File: src/rtl/pc_sequencer.sv
// -----------------------------------------------------------------------------
// pc_sequencer
//
// Owns the program counter. Each cycle it picks the next fetch address:
// sequential (PC+1, word addressed, wraps at 2^32), a taken conditional
// branch, an unconditional jump, or a hold. It also signals a pipeline flush
// after a redirect and supports halt/resume. A redirect that arrives while
// the pipeline is stalled is parked in a pending register, so it is not lost.
//
// Optional feature: define PC_SEQ_RAS_EN to add a return-address stack with
// call/ret inputs. Without the macro those ports and the stack do not exist.
//
// Parameters
//   RESET_PC      PC value loaded on reset.
//   FLUSH_CYCLES  cycles flush is held after a redirect (1..7).
//   RAS_DEPTH     return-address stack entries (PC_SEQ_RAS_EN only; 2..16,
//                 power of 2).
//
// Ports
//   clk            in   system clock, rising edge
//   reset          in   asynchronous active-low reset
//   stall          in   hold request from the hazard unit
//   branch         in   conditional branch resolved in EX this cycle
//   alu_flag[3:0]  in   ALU flag vector from EX
//   cond_mask[3:0] in   branch taken when alu_flag == cond_mask
//   branch_target  in   branch destination
//   jump_sel       in   unconditional jump resolved in EX this cycle
//   jump_target    in   jump destination
//   halt_req       in   stop fetching
//   resume         in   leave HALT
//   call, ret      in   (PC_SEQ_RAS_EN only) push return address / return
//   pc_out         out  current fetch address
//   pc_valid       out  pc_out is a real fetch this cycle
//   flush          out  kill younger instructions in IF/ID
//   halted         out  sequencer is in HALT
// -----------------------------------------------------------------------------
module pc_sequencer #(
  parameter logic [31:0] RESET_PC     = 32'h0000_0000,
  parameter int unsigned FLUSH_CYCLES = 2,
  parameter int unsigned RAS_DEPTH    = 4
) (
  input  logic        clk,
  input  logic        reset,
  input  logic        stall,
  input  logic        branch,
  input  logic [3:0]  alu_flag,
  input  logic [3:0]  cond_mask,
  input  logic [31:0] branch_target,
  input  logic        jump_sel,
  input  logic [31:0] jump_target,
  input  logic        halt_req,
  input  logic        resume,
`ifdef PC_SEQ_RAS_EN
  input  logic        call,
  input  logic        ret,
`endif
  output logic [31:0] pc_out,
  output logic        pc_valid,
  output logic        flush,
  output logic        halted
);

  // Elaboration-time parameter sanity checks.
  if (FLUSH_CYCLES == 0 || FLUSH_CYCLES > 7) begin : g_bad_flush_cycles
    $error("pc_sequencer: FLUSH_CYCLES must be in 1..7");
  end
  if (RAS_DEPTH < 2 || RAS_DEPTH > 16 || (RAS_DEPTH & (RAS_DEPTH - 1)) != 0)
  begin : g_bad_ras_depth
    $error("pc_sequencer: RAS_DEPTH must be a power of 2 in 2..16");
  end

  typedef enum logic [1:0] {
    S_RUN   = 2'd0,
    S_PEND  = 2'd1,
    S_FLUSH = 2'd2,
    S_HALT  = 2'd3
  } state_e;

  localparam logic [2:0] FLUSH_INIT = 3'(FLUSH_CYCLES);

  state_e      state_q, state_d;
  logic [31:0] pc_q, pc_d;
  logic [31:0] pend_q, pend_d;
  logic [2:0]  cnt_q, cnt_d;
  logic        pc_valid_q, pc_valid_d;
  logic        flush_q, flush_d;
  logic        halted_q, halted_d;

  logic        taken_br;
  logic        redirect;
  logic [31:0] target;
  logic        accept;     // a redirect is taken up in RUN this cycle

`ifdef PC_SEQ_RAS_EN
  localparam int unsigned      PTR_W    = $clog2(RAS_DEPTH);
  localparam logic [PTR_W:0]   RAS_FULL = (PTR_W + 1)'(RAS_DEPTH);

  logic [31:0]      ras_q [RAS_DEPTH];
  logic [31:0]      ras_d [RAS_DEPTH];
  logic [PTR_W-1:0] sp_q, sp_d;           // index of the top entry
  logic [PTR_W:0]   ras_cnt_q, ras_cnt_d; // number of live entries
  logic [31:0]      ras_top;
  logic             ret_sel;
  logic             push, pop;
`endif

  // ---------------------------------------------------------------------------
  // Redirect decode. Priority: taken branch > ret (RAS build) > jump.
  // ---------------------------------------------------------------------------
  assign taken_br = branch && (alu_flag == cond_mask);

`ifdef PC_SEQ_RAS_EN
  assign ret_sel  = ret && !taken_br;
  assign ras_top  = (ras_cnt_q == '0) ? RESET_PC : ras_q[sp_q];
  assign redirect = taken_br || ret || jump_sel;
  assign target   = taken_br ? branch_target :
                    ret      ? ras_top       : jump_target;
`else
  assign redirect = taken_br || jump_sel;
  assign target   = taken_br ? branch_target : jump_target;
`endif

  // ---------------------------------------------------------------------------
  // Next-state / next-PC logic.
  // ---------------------------------------------------------------------------
  // NOTE: every signal written here gets a default first, so no path can
  // leave it unassigned and infer a latch.
  always_comb begin
    state_d = state_q;
    pc_d    = pc_q;
    pend_d  = pend_q;
    cnt_d   = cnt_q;
    accept  = 1'b0;

    unique case (state_q)
      S_RUN: begin
        // pc_valid_q is low in RUN only for the first cycle after reset:
        // that edge just arms fetch at RESET_PC without advancing.
        if (pc_valid_q) begin
          if (redirect) begin
            accept = 1'b1;
            if (stall) begin
              pend_d  = target;
              state_d = S_PEND;
            end else begin
              pc_d    = target;
              cnt_d   = FLUSH_INIT;
              state_d = S_FLUSH;
            end
          end else if (halt_req) begin
            state_d = S_HALT;
          end else if (!stall) begin
            pc_d = pc_q + 32'd1;
          end
        end
      end

      S_PEND: begin
        // New redirects are ignored: only one may be outstanding.
        if (!stall) begin
          pc_d    = pend_q;
          cnt_d   = FLUSH_INIT;
          state_d = S_FLUSH;
        end
      end

      S_FLUSH: begin
        // Fixed length: stall, redirects and halt_req have no effect here.
        if (cnt_q <= 3'd1) begin
          state_d = S_RUN;
        end else begin
          cnt_d = cnt_q - 3'd1;
        end
      end

      S_HALT: begin
        if (resume) begin
          state_d = S_RUN;
        end
      end

      default: state_d = S_RUN;
    endcase

    // Outputs are registered: derive them from the state being entered.
    pc_valid_d = (state_d == S_RUN);
    flush_d    = (state_d == S_FLUSH);
    halted_d   = (state_d == S_HALT);
  end

  // ---------------------------------------------------------------------------
  // State registers.
  // ---------------------------------------------------------------------------
  // NOTE: sequential state uses non-blocking assignments so every flop
  // samples the pre-edge values regardless of statement order.
  always_ff @(posedge clk or negedge reset) begin
    if (!reset) begin
      state_q    <= S_RUN;
      pc_q       <= RESET_PC;
      pend_q     <= '0;
      cnt_q      <= '0;
      pc_valid_q <= 1'b0;
      flush_q    <= 1'b0;
      halted_q   <= 1'b0;
    end else begin
      state_q    <= state_d;
      pc_q       <= pc_d;
      pend_q     <= pend_d;
      cnt_q      <= cnt_d;
      pc_valid_q <= pc_valid_d;
      flush_q    <= flush_d;
      halted_q   <= halted_d;
    end
  end

`ifdef PC_SEQ_RAS_EN
  // ---------------------------------------------------------------------------
  // Return-address stack: circular, so a push when full overwrites the
  // oldest entry. Push and pop together replace the top entry.
  // ---------------------------------------------------------------------------
  assign push = accept && call;
  assign pop  = accept && ret_sel;

  always_comb begin
    ras_d     = ras_q;
    sp_d      = sp_q;
    ras_cnt_d = ras_cnt_q;

    if (push && pop) begin
      ras_d[sp_q] = pc_q + 32'd1;
      if (ras_cnt_q == '0) begin
        ras_cnt_d = {{PTR_W{1'b0}}, 1'b1};
      end
    end else if (push) begin
      sp_d        = sp_q + 1'b1;
      ras_d[sp_d] = pc_q + 32'd1;
      if (ras_cnt_q != RAS_FULL) begin
        ras_cnt_d = ras_cnt_q + 1'b1;
      end
    end else if (pop && ras_cnt_q != '0) begin
      sp_d      = sp_q - 1'b1;
      ras_cnt_d = ras_cnt_q - 1'b1;
    end
  end

  // NOTE: the stack contents are architecturally cleared on reset, so this
  // array is reset like ordinary flops rather than left as an unreset RAM.
  always_ff @(posedge clk or negedge reset) begin
    if (!reset) begin
      for (int i = 0; i < int'(RAS_DEPTH); i++) begin
        ras_q[i] <= '0;
      end
      sp_q      <= '0;
      ras_cnt_q <= '0;
    end else begin
      ras_q     <= ras_d;
      sp_q      <= sp_d;
      ras_cnt_q <= ras_cnt_d;
    end
  end
`endif

  assign pc_out   = pc_q;
  assign pc_valid = pc_valid_q;
  assign flush    = flush_q;
  assign halted   = halted_q;

endmodule

File: config.mk
export PLATFORM = sky130hd
export DESIGN_NAME = pc_sequencer
export DESIGN_NICKNAME = d
export VERILOG_FILES = /design/src/rtl/pc_sequencer.sv
export SDC_FILE = /design/constraint.sdc
export NUM_CORES = 1
export LEC_CHECK = 0
export CAP_MARGIN = 10
export CORE_UTILIZATION = 49
export DETAILED_ROUTE_END_ITERATION = 10
export PLACE_DENSITY = 0.79
export SETUP_SLACK_MARGIN = 0.4
export SLEW_MARGIN = 40
export SYNTH_ARGS = -nofsm -noshare
export SYNTH_HDL_FRONTEND = slang
export SYNTH_SLANG_ARGS = --single-unit
File: constraint.sdc
create_clock -name clk -period 2.2 [get_ports clk]
set_input_delay 0.22 -clock clk [delete_from_list [all_inputs] [get_ports clk]]
set_output_delay 0.22 -clock clk [all_outputs]
set_load 0.02 [all_outputs]
==> results.md, run 1 <==
Yosys:
- After synthesis, the netlist uses between 60 and 70 different library cells.
- The synthesized design contains 0 enable-type register cells.
- The post-synthesis instance total is around 560.
- The most used flip-flop cell after synthesis is sky130_fd_sc_hd__dfrtp_1.
- Yosys attributes the largest share of cell area to sky130_fd_sc_hd__dfrtp_1 (38%), sky130_fd_sc_hd__o21ai_0 (6.3%), sky130_fd_sc_hd__nand2_1 (5.8%).
- The share of the yosys chip area belonging to registers is 0.382.
- After synthesis the cells add up to approximately 4700 um^2.
- The number of synthesis warnings is 0.
- The share of Yosys cell area claimed by the top area cell type is 0.382.
- The synthesized netlist net count is roughly 650.
- The synthesized area divided by synthesized cell count is 8.37 um^2.
- The async set-reset flop share out of synthesis is 1.00.
- Summed over all instances, the cell type with the most area after synthesis is sky130_fd_sc_hd__dfrtp_1.
- The synthesized design contains about 70 register bits.

Die:
- The placement row count is 35.
- The initial utilization of the core area, before any placement, comes to 0.508.
- The I/O pin count is 114.
- The vertical extent of the die is approximately 100 um.
- In this run the standard cell core region covers ~9300 um^2.
- The die covers around 10000 um^2.
- The floorplan step set the die width to between 100 and 150 um.

STA:
- The number of setup violations in the final report is 0.
- The worst relative slew slack is 0.690.
- Of the available clock period, the critical path in the final layout requires 0.880.
- The final hold violation count is 0.
- At the pin with the least slew margin, the transition time is 463 ps.
- Final hold analysis gives a worst-case slack of between 300 and 400 ps.
- Based on the critical path, the design can be clocked at up to approximately 520 MHz.
- The clock period could shrink to ~1900 ps.
- Setup repair after global routing could not meet its margin everywhere.
- The number of slew-limit violations in the final report was 0.
- Clock skew on the completed layout was measured at ~12 ps.

Critical path:
- Setup slack on the worst reg-to-reg path comes out at about 260 ps.
- Walking the worst path, the cells encountered are nand4_1, buf_4, nor4_4, buf_4, nand4_1, o311ai_2, a32oi_1.
- The worst register-to-register path begins at pc_out[12]$_DFFE_PN0P_.
- The type of the worst setup path is reg2reg.
- In this run the number of cells on the critical path is 7.
- The startpoint of the most critical setup path is pc_out[12]$_DFFE_PN0P_.
- The worst path arrival time is around 2200 ps.
- STA classifies the critical path endpoint as a register.
- The worst setup path is launched from a register.
- The slowest stage of the critical path is the sky130_fd_sc_hd__dfrtp_2 cell.
- Among cell families on the critical path, the largest total delay comes from simple AND/OR/NAND/NOR gates.
- Counting cells, the worst reg-to-reg path comes to 7.
- Data on the critical path is required at its endpoint by 2440 ps.
- The endpoint of the worst register-to-register path is pc_out[31]$_DFFE_PN0P_.
- The largest single stage delay on the critical path is between 400 and 500 ps.
- Of all nets on the critical path, the largest fanout is 4.
- The critical path endpoint is pc_out[31]$_DFFE_PN0P_.
- The number of buffers and inverters on the critical path is 2.

Finish:
- The most common cell after layout, fill and taps aside is sky130_fd_sc_hd__clkdlybuf4s50_1.
- After routing the design area is between 7000 and 8000 um^2.
- In the layout the commonest cells are sky130_fd_sc_hd__clkdlybuf4s50_1 (104), sky130_fd_sc_hd__buf_4 (83), sky130_fd_sc_hd__nand2_1 (69).
- Of the cells placed in the final design, the portion with a size suffix greater than 1 is 0.271.
- The repair_antennas step left the layout with diodes totalling 0.
- The final cell count without fillers is between 800 and 900.
- The area growth from synthesis to layout is 56.2%.
- The number of nets in the layout is approximately 840.

Hold path:
- The path class of the tightest hold or removal check is in2async.

Flow run:
- The number of max-cap violations is 0.

Global routing:
- The met1 capacity usage during global routing is 0.451.
- The via count of the first global-routing pass is about 5600.
- Entering global routing, the biggest net connects 73 pins.
- The total global routing overflow is 0.
- The first global-routing pass estimated approximately 28000 um of wire.
- For this run, global-route usage on met2 was measured as 0.599.
- The overall fraction of global-route tracks in use is 0.366.
- The number of antenna violations at the first check in global routing was 0.
- In the global route stage, met3 resource usage came out at 0.0682.
- The highest-utilization routing layer at the global route stage is met2.

Placement:
- Input and output buffers added on the ports amount to 113.
- The placer congestion estimate is approximately 0.89.
- The number of placed instances, taps included, is between 800 and 900.
- The estimated wirelength of the detail-placed design is about 11000 um.
- The post-detailed-placement cell area is ~6300 um^2.

Clock tree:
- The clock latency of the later-clocked register in the worst-skew pair is about 370 ps.
- The number of levels the H-tree was split into is 3.
- The root buffer cell chosen for the clock tree is sky130_fd_sc_hd__clkbuf_8.
- The number of clock buffers added by TritonCTS is 9.
- TritonCTS built the clock tree.
- The number of clock sinks seen by CTS is between 70 and 80.
- The clock transition at the registers of the reported paths is around 80 ps.
- Counting along the longest clock path gives a buffer depth of 2.

Detailed routing:
- After detailed routing, the number of remaining DRC violations is 0.
- The final antenna-violating net count is 0.
- Summing over every cut layer, the via total after detailed routing is approximately 5800.
- The post-detailed-route wirelength per cell is around 22 um.
- Using the TritonRoute via totals, the vias-per-cell ratio works out to ~6.6.
- The DRC marker count from the first detailed-route iteration is 601.
- The pre-antenna-repair detailed-routing pass consisted of 8 iterations.
- Summed over all layers, the routed wires come to roughly 19000 um.

Pwr:
- The total leakage power is 3.26 nW.
- Overall power consumption after layout is estimated at between 8 and 9 mW.
- The ratio of total power to cell area is ~1100 nW/um^2.
- IR analysis of the VDD net gives a maximum drop of 0.659 mV.

Run status:
- The run finished with clean final reports.
## sequential cells by signal (all words and copies together) (netlist names)
signal / count
halted: 1
flush: 1
cnt_q: 3
state_q: 2
pend_q: 32
pc_valid: 1
pc_out: 32
## logic make-up after synthesis
logic type               count (synthesis)  share of synthesized area
AO/OA/AOI/OAI                          200                      0.265
AND/OR/NAND/NOR                        189                      0.199
buffers and inverters                   50                     0.0469
adder cells (fa/ha/maj)                  3                    0.00795
multiplexers                            26                     0.0551
XOR/XNOR                                24                     0.0445
flip-flops                              72                      0.382
## per-layer routing
metal | routed length, um | vias up | share of wire
met1 | 6730 | 2732 | 0.35
met3 | 2030 | 149 | 0.11
met2 | 9050 | 509 | 0.47
met5 | 0 | - | 0
met4 | 1320 | 0 | 0.069
li1 | - | 2452 | -
## power breakdown
group	leakage, nW	switching [mW]	total, mW	internal [mW]
clock network	0.0952	0.553	1.08	0.523
logic	2.31	2.37	4.60	2.23
registers	0.857	0.672	2.65	1.98
## synthesized netlist by cell type (all sizes together), types with 2 or more instances
master / n
o21ai: 88
nand2: 73
dfrtp: 72
a21oi: 39
nor2: 32
mux2i: 26
nand3: 22
buf: 20
clkbuf: 18
nor3: 18
xnor2: 17
nand4: 14
inv: 11
a21o: 9
o21a: 7
xor2: 7
and3: 6
a21boi: 5
a221o: 5
o31ai: 5
a221oi: 4
nand2b: 4
nor4: 4
o211ai: 4
or4: 4
a211o: 3
a211oi: 3
ha: 3
o22ai: 3
a311oi: 2
a31o: 2
a31oi: 2
and2: 2
and4: 2
nor2b: 2
nor3b: 2
o221ai: 2
o311ai: 2
o41ai: 2
## stage by stage
| stage | TNS, ps | util | setup slack (ps) |
|---|---|---|---|
| 5_1_grt | 0 | 0.794 | 213 |
| 2_1_floorplan | 0 | - | 404 |
| 3_3_place_gp | -3590 | 0.682 | -138 |
| 3_5_place_dp | -7750 | 0.682 | -230 |
| 6_report | 0 | 0.794 | 264 |
| 4_1_cts | 0 | 0.760 | 337 |
## tightest hold or removal path: cells and delay by family
family                 cells  cell delay [ps]
buffers and inverters      3              940
## area by class of cell
type	count	area (um^2)
Multi-Input combinational cell	442	3000
Clock inverter	7	72.6
Sequential cell	72	1830
Clock buffer	9	124
Tap cell	129	161
Timing Repair Buffer	218	2140
Inverter	12	45.0
Fill cell	552	1910
## worst min path at each step
stage	startpoint	endpoint	slack, ps
2_1_floorplan	reset	cnt_q[0]$_DFFE_PN0P_	-80
6_report	reset	pc_out[31]$_DFFE_PN0P_	380
5_1_grt	reset	pend_q[12]$_DFFE_PN0P_	460
4_1_cts	reset	pend_q[14]$_DFFE_PN0P_	440
3_3_place_gp	reset	pend_q[18]$_DFFE_PN0P_	280
3_5_place_dp	reset	pc_out[20]$_DFFE_PN0P_	280
## what timing repair did
action / CTS / global route
setup endpoints to repair: 64 / 65
hold endpoints to repair: 72 / 0
pin swaps: 17 / 30
buffers inserted: 33 / 25
cloned: 4 / 0
resized for setup: 50 / 33
hold buffers: 1 / 0
Note: power is estimated with default switching activity, not from simulation.
==> inputs of run 2 (changes only) <==
- HOLD_SLACK_MARGIN: not set -> 0.15
==> results of run 2 <==
The final DEF is identical to that of run 1; final timing and power are the same.
